[src/rtl/uart_pkg.sv]
// Shared encodings, timing constants and state enums for the UART engine.
package uart_pkg;

    localparam int CHK_NONE = 0;
    localparam int CHK_EVEN = 1;
    localparam int CHK_ODD  = 2;
    localparam int CHK_ZERO = 3;
    localparam int CHK_ONE  = 4;

    localparam int STOP_ONE      = 0;
    localparam int STOP_ONE_HALF = 1;
    localparam int STOP_TWO      = 2;

    localparam int STOP_TICKS_ONE      = 16;
    localparam int STOP_TICKS_ONE_HALF = 24;
    localparam int STOP_TICKS_TWO      = 32;

    localparam int OVERSAMPLE   = 16;
    localparam int SAMPLE_EARLY = 7;
    localparam int SAMPLE_MID   = 8;
    localparam int SAMPLE_LATE  = 9;

    typedef enum logic [2:0] {
        TX_IDLE, TX_START, TX_DATA, TX_PARITY, TX_STOP
    } tx_state_t;

    typedef enum logic [2:0] {
        RX_IDLE, RX_START, RX_DATA, RX_PARITY, RX_STOP
    } rx_state_t;

    function automatic int stop_ticks(input int mode);
        case (mode)
            STOP_ONE_HALF: return STOP_TICKS_ONE_HALF;
            STOP_TWO:      return STOP_TICKS_TWO;
            default:       return STOP_TICKS_ONE;
        endcase
    endfunction

    function automatic logic parity_bit(input int mode, input logic data_xor);
        case (mode)
            CHK_EVEN: return data_xor;
            CHK_ODD:  return ~data_xor;
            CHK_ONE:  return 1'b1;
            default:  return 1'b0;
        endcase
    endfunction

endpackage

[src/rtl/uart_sync_fifo.sv]
// First-word-fall-through FIFO; head is visible on rd_data while not empty.
module uart_sync_fifo #(
    parameter int width = 8,
    parameter int depth = 16
) (
    input  logic                           clk,
    input  logic                           rst,
    input  logic                           push,
    input  logic [width-1:0]               wr_data,
    input  logic                           pop,
    output logic [width-1:0]               rd_data,
    output logic [$clog2(depth+1)-1:0]     level,
    output logic                           full,
    output logic                           empty
);
    localparam int AW = $clog2(depth);
    localparam int LW = $clog2(depth+1);

    logic [width-1:0] mem [depth];
    logic [AW-1:0]    wr_ptr;
    logic [AW-1:0]    rd_ptr;
    logic [LW-1:0]    count;

    assign rd_data = mem[rd_ptr];
    assign level   = count;
    assign full    = (count == LW'(depth));
    assign empty   = (count == '0);

    always_ff @(posedge clk or posedge rst) begin
        if (rst) begin
            wr_ptr <= '0;
            rd_ptr <= '0;
            count  <= '0;
        end else begin
            if (push) wr_ptr <= wr_ptr + 1'b1;
            if (pop)  rd_ptr <= rd_ptr + 1'b1;
            case ({push, pop})
                2'b10:   count <= count + 1'b1;
                2'b01:   count <= count - 1'b1;
                default: count <= count;
            endcase
        end
    end

    always_ff @(posedge clk) begin
        if (push) mem[wr_ptr] <= wr_data;
    end

endmodule

[src/rtl/uart_fifo_core.sv]
// Full-duplex UART with programmable baud, 16x oversampled RX and FWFT FIFOs.
module uart_fifo_core #(
    parameter int data_bits  = 8,
    parameter int check_mode = 1,
    parameter int stop_mode  = 0,
    parameter int fifo_depth = 16,
    parameter int div_width  = 16
) (
    input  logic                               clk,
    input  logic                               rst,
    input  logic [div_width-1:0]               baud_div,
    input  logic [data_bits-1:0]               tx_data,
    input  logic                               tx_valid,
    output logic                               tx_ready,
    output logic                               tx,
    output logic                               tx_busy,
    input  logic                               rx,
    output logic [data_bits-1:0]               rx_data,
    output logic                               rx_valid,
    input  logic                               rx_ready,
    output logic                               rx_parity_err,
    output logic                               rx_frame_err,
    output logic                               rx_overrun,
    output logic [$clog2(fifo_depth+1)-1:0]    tx_level,
    output logic [$clog2(fifo_depth+1)-1:0]    rx_level
);
    import uart_pkg::*;

    localparam logic [4:0] BIT_LAST  = 5'(OVERSAMPLE - 1);
    localparam logic [4:0] STOP_LAST = 5'(stop_ticks(stop_mode) - 1);
    localparam logic [2:0] DATA_LAST = 3'(data_bits - 1);

    // Divider is reloaded only on wrap so a new baud_div never truncates a tick.
    logic [div_width-1:0] div_q;
    logic [div_width-1:0] tick_cnt;
    logic                 tick16;

    assign tick16 = (tick_cnt == div_q);

    always_ff @(posedge clk or posedge rst) begin
        if (rst) begin
            tick_cnt <= '0;
            div_q    <= div_width'(1);
        end else if (tick16) begin
            tick_cnt <= '0;
            div_q    <= (baud_div == '0) ? div_width'(1) : baud_div;
        end else begin
            tick_cnt <= tick_cnt + 1'b1;
        end
    end

    logic [data_bits-1:0] tx_head;
    logic                 tx_full;
    logic                 tx_empty;
    logic                 tx_push;
    logic                 tx_pop;

    assign tx_ready = !tx_full;
    assign tx_push  = tx_valid && !tx_full;

    uart_sync_fifo #(.width(data_bits), .depth(fifo_depth)) u_tx_fifo (
        .clk     (clk),
        .rst     (rst),
        .push    (tx_push),
        .wr_data (tx_data),
        .pop     (tx_pop),
        .rd_data (tx_head),
        .level   (tx_level),
        .full    (tx_full),
        .empty   (tx_empty)
    );

    tx_state_t            tx_state;
    logic [4:0]           tx_ticks;
    logic [2:0]           tx_idx;
    logic [data_bits-1:0] tx_shreg;
    logic                 tx_par;
    logic                 tx_bit_end;
    logic                 tx_stop_end;

    assign tx_bit_end  = tick16 && (tx_ticks == BIT_LAST);
    assign tx_stop_end = tick16 && (tx_ticks == STOP_LAST);
    assign tx_pop      = !tx_empty &&
                         ((tx_state == TX_IDLE && tick16) ||
                          (tx_state == TX_STOP && tx_stop_end));
    assign tx_busy     = (tx_state != TX_IDLE) || !tx_empty;

    always_ff @(posedge clk or posedge rst) begin
        if (rst) begin
            tx_state <= TX_IDLE;
            tx       <= 1'b1;
            tx_ticks <= '0;
            tx_idx   <= '0;
            tx_shreg <= '0;
            tx_par   <= 1'b0;
        end else begin
            if (tick16) tx_ticks <= tx_ticks + 1'b1;
            if (tx_pop) begin
                tx_state <= TX_START;
                tx       <= 1'b0;
                tx_shreg <= tx_head;
                tx_par   <= parity_bit(check_mode, ^tx_head);
                tx_ticks <= '0;
                tx_idx   <= '0;
            end else begin
                unique case (tx_state)
                    TX_IDLE: tx <= 1'b1;
                    TX_START: if (tx_bit_end) begin
                        tx_state <= TX_DATA;
                        tx       <= tx_shreg[0];
                        tx_ticks <= '0;
                    end
                    TX_DATA: if (tx_bit_end) begin
                        tx_ticks <= '0;
                        if (tx_idx != DATA_LAST) begin
                            tx_idx   <= tx_idx + 1'b1;
                            tx_shreg <= tx_shreg >> 1;
                            tx       <= tx_shreg[1];
                        end else if (check_mode == CHK_NONE) begin
                            tx_state <= TX_STOP;
                            tx       <= 1'b1;
                        end else begin
                            tx_state <= TX_PARITY;
                            tx       <= tx_par;
                        end
                    end
                    TX_PARITY: if (tx_bit_end) begin
                        tx_state <= TX_STOP;
                        tx       <= 1'b1;
                        tx_ticks <= '0;
                    end
                    TX_STOP: if (tx_stop_end) begin
                        tx_state <= TX_IDLE;
                        tx       <= 1'b1;
                    end
                    default: begin
                        tx_state <= TX_IDLE;
                        tx       <= 1'b1;
                    end
                endcase
            end
        end
    end

    logic                 rx_full;
    logic                 rx_empty;
    logic                 rx_push;
    logic                 rx_pop;
    logic [data_bits-1:0] rx_shreg;

    uart_sync_fifo #(.width(data_bits), .depth(fifo_depth)) u_rx_fifo (
        .clk     (clk),
        .rst     (rst),
        .push    (rx_push),
        .wr_data (rx_shreg),
        .pop     (rx_pop),
        .rd_data (rx_data),
        .level   (rx_level),
        .full    (rx_full),
        .empty   (rx_empty)
    );

    rx_state_t  rx_state;
    logic       rx_s1;
    logic       rx_s2;
    logic       rx_prev;
    logic [3:0] rx_ticks;
    logic [2:0] rx_idx;
    logic       s_early;
    logic       s_mid;
    logic       rx_par;
    logic       rx_maj;
    logic       rx_decide;
    logic       rx_bit_end;
    logic       stop_eval;

    assign rx_maj     = (s_early & s_mid) | (s_early & rx_s2) | (s_mid & rx_s2);
    assign rx_decide  = tick16 && (rx_ticks == 4'(SAMPLE_LATE));
    assign rx_bit_end = tick16 && (rx_ticks == 4'(OVERSAMPLE - 1));
    assign stop_eval  = (rx_state == RX_STOP) && rx_decide;
    assign rx_valid   = !rx_empty;
    assign rx_pop     = !rx_empty && rx_ready;
    // A same-cycle pop frees the slot, so a full FIFO still accepts the byte.
    assign rx_push    = stop_eval && (!rx_full || rx_pop);

    always_ff @(posedge clk or posedge rst) begin
        if (rst) begin
            rx_s1         <= 1'b1;
            rx_s2         <= 1'b1;
            rx_prev       <= 1'b1;
            rx_state      <= RX_IDLE;
            rx_ticks      <= '0;
            rx_idx        <= '0;
            s_early       <= 1'b1;
            s_mid         <= 1'b1;
            rx_shreg      <= '0;
            rx_par        <= 1'b0;
            rx_parity_err <= 1'b0;
            rx_frame_err  <= 1'b0;
            rx_overrun    <= 1'b0;
        end else begin
            rx_s1         <= rx;
            rx_s2         <= rx_s1;
            rx_prev       <= rx_s2;
            rx_parity_err <= 1'b0;
            rx_frame_err  <= 1'b0;
            rx_overrun    <= 1'b0;
            if (tick16) rx_ticks <= rx_ticks + 1'b1;
            if (tick16 && rx_ticks == 4'(SAMPLE_EARLY)) s_early <= rx_s2;
            if (tick16 && rx_ticks == 4'(SAMPLE_MID))   s_mid   <= rx_s2;
            unique case (rx_state)
                RX_IDLE: if (rx_prev && !rx_s2) begin
                    rx_state <= RX_START;
                    rx_ticks <= '0;
                    rx_idx   <= '0;
                end
                RX_START: begin
                    if (rx_decide && rx_maj) rx_state <= RX_IDLE;
                    else if (rx_bit_end)     rx_state <= RX_DATA;
                end
                RX_DATA: begin
                    if (rx_decide) rx_shreg <= {rx_maj, rx_shreg[data_bits-1:1]};
                    if (rx_bit_end) begin
                        if (rx_idx != DATA_LAST) begin
                            rx_idx <= rx_idx + 1'b1;
                        end else begin
                            rx_idx   <= '0;
                            rx_state <= (check_mode == CHK_NONE) ? RX_STOP : RX_PARITY;
                        end
                    end
                end
                RX_PARITY: begin
                    if (rx_decide)  rx_par   <= rx_maj;
                    if (rx_bit_end) rx_state <= RX_STOP;
                end
                RX_STOP: if (rx_decide) begin
                    rx_state      <= RX_IDLE;
                    rx_parity_err <= (check_mode != CHK_NONE) &&
                                     (rx_par != parity_bit(check_mode, ^rx_shreg));
                    rx_frame_err  <= !rx_maj;
                    rx_overrun    <= rx_full && !rx_pop;
                end
                default: rx_state <= RX_IDLE;
            endcase
        end
    end

endmodule

[config.mk]
export PLATFORM = sky130hd
export DESIGN_NAME = uart_fifo_core
export DESIGN_NICKNAME = d
export VERILOG_FILES = /design/src/rtl/uart_pkg.sv /design/src/rtl/uart_sync_fifo.sv /design/src/rtl/uart_fifo_core.sv
export SDC_FILE = /design/constraint.sdc
export NUM_CORES = 1
export LEC_CHECK = 0
export ABC_AREA = 1
export CAP_MARGIN = 40
export CELL_PAD_IN_SITES_DETAIL_PLACEMENT = 1
export CELL_PAD_IN_SITES_GLOBAL_PLACEMENT = 2
export CORE_ASPECT_RATIO = 1.2
export CORE_MARGIN = 5
export CORE_UTILIZATION = 41
export CTS_CLUSTER_DIAMETER = 80
export DETAILED_ROUTE_END_ITERATION = 8
export GPL_TIMING_DRIVEN = 0
export PLACE_DENSITY_LB_ADDON = 0.1
export SYNTH_ARGS = -nofsm -noshare
export SYNTH_HDL_FRONTEND = slang
export SYNTH_SLANG_ARGS = --single-unit
[constraint.sdc]
create_clock -name clk -period 4.44 [get_ports clk]
set_input_delay 1.332 -clock clk [delete_from_list [all_inputs] [get_ports clk]]
set_output_delay 1.332 -clock clk [all_outputs]
set_load 0.02 [all_outputs]
# After elaboration in Yosys (flattened, before gate mapping)
# Memory sizes are Yosys's and may differ from the RTL's.
# Cells that the tools add are included.
[op_classes]
addsub = 13
n_eq_ne = 36
n_mux = 56
bitwise = 5
n_reduce_logical = 48
[op_table]
columns = ["op", "n"]
rows = [
  ["two-way mux 3 bit", 20],
  ["two-way mux 16 bit", 2],
  ["two-way mux 8 bit", 4],
  ["case mux 3 bit (5 select lines)", 2],
  ["adder 4 x 1 -> 4 bit (second input constant)", 5],
  ["two-way mux 5 bit", 4],
  ["case mux 5 bit (2 select lines)", 2],
  ["two-way mux 1 bit", 17],
  ["adder 16 x 1 -> 16 bit (second input constant)", 1],
  ["== test 16 bit", 1],
  ["zero test 16 bit", 1],
  ["XOR reduction 8 bit", 2],
  ["adder 5 x 1 -> 5 bit (second input constant)", 3],
  ["logical AND 1 bit", 15],
  ["inequality test 3 x 2 -> 1 bit (second input constant)", 5],
  ["== test 3 x 2 -> 1 bit (second input constant)", 4],
  ["== test 4 bit (second input constant)", 3],
  ["two-way mux 4 bit", 3],
  ["AND reduction 6 bit", 2],
  ["nonzero test 2 bit", 6],
  ["== test 5 bit (second input constant)", 2],
  ["zero test 5 bit", 2],
  ["inequality test 2 bit (second input constant)", 5],
  ["subtractor 5 x 1 -> 5 bit (second input constant)", 2],
  ["23 further kinds", 45],
]
[totals]
register_bits = 106
ram_bits = 256
inputBits = 29
out_inout_bits = 25
wordCells = 187
mem_count = 2
[memory_table]
columns = ["memory", "words", "width", "rd", "rd_clocked_by_memory_dff", "wr", "line_no", "source"]
rows = [
  ["u_rx_fifo.mem", 16, 8, 1, 0, 1, "uart_sync_fifo.sv:19", "logic [width-1:0] mem [depth];"],
  ["u_tx_fifo.mem", 16, 8, 1, 0, 1, "uart_sync_fifo.sv:19", ""],
]

# Depth between registers and ports, before layout
[logic_depth]
depth_word = 7
depth_mapped = 19
ltp_nobuf = 18

# Hierarchy
# Synthesis repeated with hierarchy kept, for this count alone.
[unflattened]
hier_cells = 1569
area_unflattened_um2 = 16203.0
[by_module_without_submodules]
columns = ["mod", "n_inst", "cells_each", "area_each_um2", "seq_area_each_um2"]
rows = [
  ["uart_sync_fifo at u_tx_fifo", 1, 519, 5999.5, 4169.0],
  ["uart_sync_fifo at u_rx_fifo", 1, 518, 5987.0, 4169.0],
  ["uart_fifo_core", 1, 532, 4216.5, 2010.7],
]

# Least setup slack after synthesis
# Ideal clock, no wire load.
[synth_path]
path_type = "in2reg"
from = "input port rx_ready"
to = "register u_rx_fifo.count[4], in the netlist u_rx_fifo.level[4]"
setup_ns = 0.131
arrival_time_ns = 2.984
t_required_ns = 4.309
path_slack_ns = 1.325
cell_stages = 11
n_path_buf = 0
path_cell_list = "nand2_1 nand3_1 nand3_4 ha_1 ha_1 a21o_1 a31oi_1 inv_1 a21oi_1 o21ai_0 xor2_1"
[synth_via]
elab_chain_len = 5
elab_cells_between_ends = 7
cone_classes = "2 x eq/ne; 1 x mux; 4 x reduce/logical"
[synth_lines]
columns = ["item", "line_no", "source"]
rows = [
  ["start: declaration", "uart_fifo_core.sv:20", "input logic rx_ready,"],
  ["logical AND 1 bit (*)", "uart_fifo_core.sv:182", "assign rx_pop = !rx_empty && rx_ready;"],
  ["logical OR 1 bit", "uart_fifo_core.sv:184", "assign rx_push = stop_eval && (!rx_full || rx_pop);"],
  ["logical AND 1 bit", "uart_fifo_core.sv:184", ""],
  ["== test 2 x 1 -> 1 bit / == test 2 bit (equally long branches)", "uart_sync_fifo.sv:37", "case ({push, pop})"],
  ["case mux 5 bit (2 select lines) / nonzero test 2 bit (equally long branches)", "--", ""],
  ["end signal: assignment", "uart_sync_fifo.sv:38", "2'b10: count <= count + 1'b1;"],
  ["end signal: assignment", "uart_sync_fifo.sv:39", "2'b01: count <= count - 1'b1;"],
  ["end signal: assignment", "uart_sync_fifo.sv:40", "default: count <= count;"],
  ["end: declaration", "uart_sync_fifo.sv:22", "logic [LW-1:0] count;"],
]
# Every way passes the cells marked *; elsewhere a longest branch is shown, timed or not.
# A chain may end at the register's enable or synchronous reset.

# Worst setup path in the final report
[layout_path]
from = "register u_rx_fifo.rd_ptr[2]"
to = "output port rx_data[0]"
[layout_via]
elab_chain_len = 1
[layout_lines]
columns = ["item", "line_no", "source"]
rows = [
  ["start: declaration", "uart_sync_fifo.sv:21", "logic [AW-1:0] rd_ptr;"],
  ["start signal: assignment", "uart_sync_fifo.sv:36", "if (pop) rd_ptr <= rd_ptr + 1'b1;"],
  ["memory (16 x 8 bit)", "--", ""],
  ["end: declaration", "uart_fifo_core.sv:18", "output logic [data_bits-1:0] rx_data,"],
]
# No other way between the ends.

==> impl_metrics.csv <==
group,metric,value,unit
outcome,status,"finished clean",
flow_run,drv_cap,0,
yosys,synth_cell_types,49,
sta,setup_ws,0.112,ns
cts,clkLatencyLatePin,0.54,ns
sta,hold_viol_final,0,
finish,postLayoutCoreUtil,48.4,%
power_and_ir_drop,combPwrFrac,23.6,%
sta,rsz0062_at_grt,"no",
worst_hold_path,min-delay-start,"rx_s1",
yosys,synth.ff_latch_count,362,
yosys,synthCells,1479,
worst_setup_path,cp_top_family,"buffers and inverters",
finish,area_growth,17.1,%
sta,post-route-period-util,97.5,%
placement,place_area,17400,sq um
worst_setup_path,critical_path_required,3.11,ns
power_and_ir_drop,p_per_area,508,nW/um^2
finish,fill_cells,4194,
yosys,yosysWarnings,0,
cts,cts.clk_slew.worst_paths,0.06,ns
floorplan,die_y,226,microns
floorplan,initial_utilization,41.3,%
worst_setup_path,cp_cell_sequence,"clkbuf_1, clkbuf_1, o221ai_1, o211ai_1, nand2_1, clkdlybuf4s50_1",
placement,dp_hpwl,29800,microns
route,ant_nets,0,
sta,fmax,231,MHz
floorplan,dieArea,43100,sq um
sta,setup_tns,0,ns
yosys,ys_seq_area_share,64.6,%
power_and_ir_drop,sw_frac_of_total,30.9,%
floorplan,fp.coreArea,38700,sq um
floorplan,row_count,79,
yosys,synth-async-reset-ratio,29.3,%
worst_setup_path,path_common_cell,"clkbuf_1",
yosys,synth_edf_count,256,
finish,postLayoutCellArea,18700,sq um
route,wirelength,43300,microns
route,viasPerCell,5.19,
worst_setup_path,r2r_end,"u_tx_fifo.level[4]",
grt,grt_max_degree,81,
power_and_ir_drop,ir_worst_vdd,312,uV
cts,cts_buffer_depth,3,
placement,dp_slack,0.109,ns
yosys,syn_nets,1537,
worst_setup_path,critPathArrivalTime,3.00,ns
power_and_ir_drop,power_switching,2.94,mW
worst_setup_path,path_buf_inv,3,
worst_setup_path,end_kind,"output pin",
placement,gp_congestion,0.784,
grt,grt_pass1_wl,67400,microns
worst_hold_path,worstHoldPathCells,0,
route,drtIter0Drc,595,
cts,htreeDepth,2,
finish,antennaDiodeCount,0,
grt,grt_pass1_vias,11800,
worst_setup_path,cp_slowest_cell,"clkdlybuf4s50_1",
floorplan,die_x,190,microns
route,vias,11200,
power_and_ir_drop,clkPwrFrac,34.6,%
placement,dpl.cell_count,2079,
cts,cts-root-buf,"clkbuf_16",
grt,antenna_found_initial,0,
worst_setup_path,criticalPathCategory,"register to output pin",
sta,max-slew-margin-rel,39.9,%
power_and_ir_drop,p_leak,7.89,nW
route,drc,0,
placement,io_buffers,53,
worst_setup_path,reg2reg_from,"div_q[0]",
worst_setup_path,r2r_setup_slack,0.96,ns
finish,multi_input_area,4980,sq um
sta,clock_skew,0.0155,ns
power_and_ir_drop,p_seq_share,41.7,%
grt,grt_use_total,20.2,%
route,first_pass_iters,5,
worst_hold_path,min_to,"rx_s2",
route,wl_per_cell,20.1,microns
yosys,netlist_area,16000,sq um
sta,timing.hold.ws,0.360,ns
worst_setup_path,path_max_fanout,10,
worst_setup_path,cpPeakStageDelay,0.57,ns
worst_hold_path,hp-class,"register to register",
floorplan,ios,54,
cts,cts_tree,"built",
power_and_ir_drop,finalPower,9.52,mW
finish,stdcell_count,2151,
finish,layout-drive-gt1-share,10.0,%
sta,setup_viol,0,
sta,slew_viol_final,0,
sta,worstMarginPinSlew,0.902,ns
grt,overflow,0,
worst_setup_path,cp-start-kind,"register",
yosys,ys.flop_type,"edfxtp_1",
cts,clkSinkCount,362,
finish,seq_area,10300,sq um
power_and_ir_drop,p_int,6.58,mW
worst_setup_path,r2r_cells,17,
sta,min_period,4.33,ns
cts,numCtsBuffers,40,
finish,nNetsFinal,1654,
yosys,postSynthAreaPerCell,10.8,sq um
routing by layer:
metal,vias to the layer above,track usage (%),routed length [microns]
li1,5296,-,-
met1,5626,25.8,18800
met2,167,36.1,21900
met3,65,2.48,1260
met4,0,6.07,1340
met5,-,0,0
sequential cells by signal, summed over array words and instances (netlist names), 5 cells and up:
name,flops
u_rx_fifo.mem,128
u_tx_fifo.mem,128
div_q,16
tick_cnt,16
rx_shreg,8
tx_shreg,8
tx_ticks,5
u_rx_fifo.level,5
u_tx_fifo.level,5
cells in the mapped netlist (all sizes together) (22+ instances only):
library cell  instances  share of area, %
ha                   28               2.2
a21oi                28              0.90
nand2               362               8.7
buf                  30               1.1
nor2                159               3.8
inv                 122               2.9
clkbuf               23              0.54
o221ai               22               1.2
o21ai                81               2.6
mux2i                22               1.4
edfxtp              256                48
nand3               107               3.7
dfrtp                99                15
xnor2                22               1.2
kinds of logic after synthesis:
kind of cell             Yosys count  synth area share, %
AO/OA/AOI/OAI                    172                 6.65
XOR/XNOR                          42                 2.30
adder cells (fa/ha/maj)           29                 2.31
buffers and inverters            177                 4.56
flip-flops                       362                 64.6
multiplexers                      29                 1.87
AND/OR/NAND/NOR                  668                 17.7
cell type report:
class / instances / share of cell area [%]
repair buffers: 75 / 3.88
clock inverters: 17 / 1.03
inverters: 124 / 2.55
flip-flops and latches: 362 / 55.2
multi-input cells: 940 / 26.6
clock buffers: 54 / 5.84
well taps: 526 / 3.51
plain buffers: 53 / 1.44
how the worst max path moves through the flow:
stage,slack [ns],to,from,cells after the start
2_1_floorplan,0.33,div_q[10],rst,1
3_3_place_gp,-1.63,tick_cnt[1],rst,2
3_5_place_dp,0.11,rx_data[3],u_rx_fifo.rd_ptr[0],7
4_1_cts,0.03,rx_data[6],u_rx_fifo.rd_ptr[0],7
5_1_grt,0.0005,rx_data[1],u_rx_fifo.rd_ptr[0],7
6_report,0.11,rx_data[0],u_rx_fifo.rd_ptr[2],6
worst register-to-register path: cells and delay by family, from the launching register on:
family	cells	cell delay [ns]
compound gates	4	0.54
xor+xnor	3	0.38
fa+ha+maj	2	0.46
buf+inv	3	0.41
flops	1	0.54
simple gates	5	1.06
cells in the final DEF (no fill, tap or decap), types with 5 or more instances in the layout:
cell / instances
dfrtp_1: 99
nand2_2: 5
inv_2: 13
ha_1: 28
o211ai_1: 20
o221ai_1: 22
inv_1: 106
nand4_1: 9
buf_4: 25
clkdlybuf4s50_1: 53
edfxtp_1: 256
o32ai_2: 6
o21ai_0: 63
mux2i_1: 22
nand3_1: 101
clkbuf_2: 8
o21ai_1: 16
xnor2_1: 22
nor3_1: 12
clkbuf_16: 41
nand2_1: 355
clkinv_1: 10
nor2_1: 157
xor2_1: 20
clkbuf_1: 25
mux2_1: 7
buf_2: 22
nor4_1: 6
a21oi_1: 27
dfstp_2: 7
power groups by stage:
| stage | logic, mW | registers (mW) | clock network, mW |
|---|---|---|---|
| floorplan | 1.25 | 4.06 | 0 |
| global placement | 2.13 | 4.04 | 0 |
| detailed placement | 2.21 | 4.04 | 0 |
| CTS | 2.27 | 3.98 | 3.38 |
| global route | 2.47 | 4.00 | 3.52 |
| finish | 2.25 | 3.97 | 3.30 |
timing repair:
item                                    in CTS  in global routing
gates resized for setup                     12                  5
hold buffers                                 0                  0
cloned                                       0                  0
endpoints found under the setup margin       8                  7
setup buffers                                0                  0
Note: power is estimated with default switching activity, not from simulation.
==> RTL edit 1, RTL diff (same flow settings) <==
The parameter `check_mode` goes from 1 to 0.
--- a/src/rtl/uart_fifo_core.sv
+++ b/src/rtl/uart_fifo_core.sv
@@ -2,5 +2,5 @@
 module uart_fifo_core #(
     parameter int data_bits  = 8,
-    parameter int check_mode = 1,
+    parameter int check_mode = 0,
     parameter int stop_mode  = 0,
     parameter int fifo_depth = 16,
Check against the original RTL: no difference found for any inputs over 10 cycles, from zero or initial values and one cycle with rst high; that may be too few to reach the edited logic, so the function may still have changed.
==> RTL edit 1 against the unedited design <==
Final area down 3.2%; sequential cell count down 3; synthesized area down 3.9%; via count down 5.3%; largest power group unchanged; worst setup slack worse by 0.043 ns; final cell count down 8.2%; highest routed layer unchanged; total power down 5.6%; wire length down 3.5%.
==> RTL edit 1: results (changes against the unedited design) <==
stage,metric,value,unit,change
setup_path,reg2reg start,tx_ticks[0],,
power,pwr dens,495.6,mW/mm²,-2.4%
setup_path,R2R depth,19,,+2
status,status,"finished, final reports clean",,
yosys,xor and xnor area share after synthesis,0.01423,,-0.008744
cells_and_area,fill count,3909,,-6.8%
cells_and_area,fin nets,1526,,-7.7%
yosys,register area share after synthesis,0.6675,,+0.02128
cells_and_area,signal buffers share of area,0.05069,,-0.002493
setup_path,arrival time worst endpoint,3.04,ns,+0.04 ns
route,Iter 0 DRT Violations,543,,-8.7%
place,port buffer count,52,,-1.9%
setup_path,R2R setup slack,1.22,ns,+0.26 ns
cells_and_area,share of cells above drive strength 1,0.09467,,-0.005641
clock_tree,total CTS buffers,39,,-2.5%
route,Pre-antenna DRT Iters,7,,+2
grt,pin count of the biggest net entering global routing,80,,-1.2%
yosys,library cells used by synthesis,50,,+2.0%
setup_path,"slowest stage delay, CP",0.61,ns,+0.04 ns
place,pre-CTS setup slack,0.1977,ns,+0.08881 ns
sta,min Tclk post-route,4.371,ns,+0.04341 ns
cells_and_area,Multi-input comb cells,847,,-9.9%
yosys,Syn Area/Cell,11.33,µm²,+4.6%
cells_and_area,FF/Latch Area,0.01027,mm²,-0.73%
yosys,asr flop ratio synth,0.2869,,-0.005910
grt,first-pass GRT wire length,65.58,mm,-2.7%
yosys,ranking of synthesized cells by area,"edfxtp_1 50%, dfrtp_1 16%, nand2_1 5.3%",,
-- RTL edit 1: changes by cell type in the layout (fill, tap and decap cells not counted), sizes merged, moves of 6 or more --
cell	before	now
nand2	362	223
o21ai	81	140
nand3	107	62
nor2	159	201
inv	123	95
buf	53	31
clkbuf	76	98
xnor2	22	4
o221ai	22	37
o22ai	2	17
clkinv	13	7
mux2	7	1
o211ai	20	14
-- RTL edit 1: metal layers --
metal  global-route usage  vias up  wire length [µm]
li1                     -     5002                 -
met1               0.2512     5328             17890
met2               0.3622      164             21330
met3              0.02747       70              1218
met4              0.06562        0              1336
met5                    0        -                 0
-- RTL edit 1: report_power, final --
part | leakage (nW) | total [W] | internal (W) | switching (W)
clock network | 0.688 | 0.00359 | 0.00222 | 0.00137
registers | 3.89 | 0.00370 | 0.00364 | 0.0000626
logic | 2.83 | 0.00170 | 0.000593 | 0.00110
-- RTL edit 1: metrics by stage --
| stage | hold WS (ns) | TNS (ns) |
|---|---|---|
| finish | 0.3581 | 0 |
| global route | 0.3645 | 0 |
| CTS | 0.3606 | 0 |
| detailed placement | 0.3520 | 0 |
| global placement | 0.3459 | -164.52 |
| floorplan | 0.3452 | 0 |
-- RTL edit 1: repair_timing --
action                                  CTS  global route
resized for setup                        11             2
endpoints found under the hold margin     0             0
endpoints found under the setup margin    8             2
-- RTL edit 1: worst max path at each step --
stage | from | end | depth (start not counted)
after detailed placement | u_rx_fifo.rd_ptr[0] | rx_data[1] | 8
after floorplan | rst | div_q[10] | 1
after global routing | u_rx_fifo.rd_ptr[0] | rx_data[1] | 7
after CTS | u_rx_fifo.rd_ptr[0] | rx_data[5] | 8
final | u_rx_fifo.rd_ptr[1] | rx_data[2] | 7
after global placement | rst | u_tx_fifo.wr_ptr[2] | 2
==> RTL edit 2, RTL diff (same settings) <==
Without the edit above. The 5 states of `rx_state_t` get a Gray code encoding in 3 bits.
--- a/src/rtl/uart_pkg.sv
+++ b/src/rtl/uart_pkg.sv
@@ -26,5 +26,5 @@
 
     typedef enum logic [2:0] {
-        RX_IDLE, RX_START, RX_DATA, RX_PARITY, RX_STOP
+        RX_IDLE = 3'b000, RX_START = 3'b001, RX_DATA = 3'b011, RX_PARITY = 3'b010, RX_STOP = 3'b110
     } rx_state_t;
 
Function: same outputs for any inputs over 10 cycles, from zero or initial values and one cycle with rst high; not proved beyond that.
==> RTL edit 2 against the unedited design <==
Wire length grew 1.5%; final area is essentially flat; first-iteration DRC count up 2.4%; worst setup slack improved by 0.0036 ns; non-clock buffer count shrank 11; sequential cell count is the same; synthesized area grew 0.47%; final cell count up 1.8%; sequential share of layout area barely moved.
Power is not compared: it rests on default switching activity, and its combinational part moved more than twofold at a synthesized area within 25%.
==> RTL edit 2: results (changes against the unedited design) <==
stage,metric,value,unit,change
grt,first-pass GRT wire length,68.80,mm,+2.1%
clock_tree,post-CTS setup buffer count,0,,unchanged
yosys,asr flop ratio synth,0.2928,,unchanged
setup_path,CP max FO,10,,unchanged
sta,fmax,231.2,MHz,about the same
sta,max-slew violations,0,,unchanged
route,Pre-antenna DRT Iters,6,,+1
yosys,register area share after synthesis,0.6432,,-0.003015
sta,Fin Setup TNS,0,ns,unchanged
cells_and_area,biggest regs,"u_rx_fifo.mem: 128 flops, u_tx_fifo.mem: 128 flops",,
status,status,"finished, final reports clean",,
power,worst vdd ir,312.6,µV,
grt,met1 GRT Util,0.2610,,+0.003461
cells_and_area,share of cells above drive strength 1,0.08599,,-0.01432
yosys,Synth warnings,0,,unchanged
place,HPWL after detailed placement,29.89,mm,+0.42%
grt,GR Util met2,0.3675,,+0.006664
grt,initial antenna violation count,0,,unchanged
place,pre-CTS setup slack,0.2504,ns,+0.1415 ns
grt,M3 GR Usage,0.02423,,-0.0005590
cells_and_area,fin nets,1691,,+2.2%
clock_tree,total CTS buffers,41,,+2.5%
setup_path,R2R setup slack,1.19,ns,+0.23 ns
clock_tree,number of gates resized after CTS,5,,-7
yosys,Post-synth EDFFs,256,,unchanged
grt,pin count of the biggest net entering global routing,61,,-25%
setup_path,arrival time worst endpoint,2.99,ns,about the same
route,final wirelength,43.96,mm,+1.5%
grt,All-Layer GR Usage,0.2063,,+0.004536
yosys,synthesized net count,1584,,+3.1%
sta,Clock Skews,0.02181,ns,+0.006322 ns
yosys,ys flop type,edfxtp_1,,
yosys,ranking of synthesized cells by area,"edfxtp_1 48%, dfrtp_1 15%, nand2_1 9.5%",,
clock_tree,Clock transition at path regs,0.06,ns,about the same
place,global placer's final weighted congestion,0.8014,,+2.2%
route,Iter 0 DRT Violations,609,,+2.4%
sta,Final Hold Vio Count,0,,unchanged
grt,number of global-route vias before repair,11870,,+0.77%
clock_tree,worst skew pair latency,0.54,ns,about the same
clock_tree,root buf cell,clkbuf_16,,
place,port buffer count,53,,unchanged
power,Pleak,8.120,nW,
sta,Worst slew margin,0.3899,,-0.008723
yosys,Synth top cells by count,"407 x nand2_1, 256 x edfxtp_1, 146 x nor2_1, 136 x inv_1, 115 x nand3_1",,
route,vias per cell,5.090,,-1.8%
-- RTL edit 2: kinds of logic after synthesis --
kind of cell,synth area share
xor+xnor,0.02286
mux,0.01493
compound gates,0.05661
buf+inv,0.05016
fa+ha+maj,0.02302
flops,0.6432
simple gates,0.1892
-- RTL edit 2: routing by layer --
| layer | vias up | share of wire |
|---|---|---|
| met4 | 0 | 0.034 |
| met5 | - | 0 |
| li1 | 5357 | - |
| met3 | 75 | 0.033 |
| met2 | 206 | 0.51 |
| met1 | 5505 | 0.42 |
-- RTL edit 2: layout make-up --
type	instances	area, µm²
buffer	53	257.7
clock buffer	50	1090
clock inverter	23	249.0
fill	4251	20000
inverter	147	566.8
multi-input combinational	964	4933
sequential	362	10350
tap	526	658.1
timing repair buffer	64	639.4
-- RTL edit 2: per-stage QoR --
stage | hold slack [ns] | area (µm²) | std cells
floorplan | 0.3452 | 16090 | 1526
global route | 0.3710 | 18740 | 2189
global placement | 0.3456 | 17280 | 2105
detailed placement | 0.3531 | 17390 | 2116
finish | 0.3648 | 18740 | 2189
CTS | 0.3673 | 18740 | 2189
-- RTL edit 2: worst paths after layout --
check / from / depth (start not counted) / to
max reg2reg: tick_cnt[14] / 16 / u_tx_fifo.level[4]
max in group asynchronous: rst / 3 / tx
min in group asynchronous: rst / 2 / u_rx_fifo.rd_ptr[1]
max: u_rx_fifo.rd_ptr[0] / 7 / rx_data[1]
min reg2reg: rx_s2 / 0 / rx_prev
min: rx_s2 / 0 / rx_prev
-- RTL edit 2: critical path, stage by stage (launching register included) --
cell,delay [ns]
dfrtp_1,0.39
clkbuf_2,0.27
buf_2,0.41
mux2i_1,0.14
o221ai_1,0.36
nand3_1,0.17
nand2_1,0.11
clkdlybuf4s50_1,0.61
-- RTL edit 2: power by group --
| group | switching, W | internal (W) | total (W) |
|---|---|---|---|
| Clock | 0.00137 | 0.00204 | 0.00341 |
| Combinational | 0.000390 | 0.000192 | 0.000583 |
| Sequential | 0.0000848 | 0.00377 | 0.00386 |
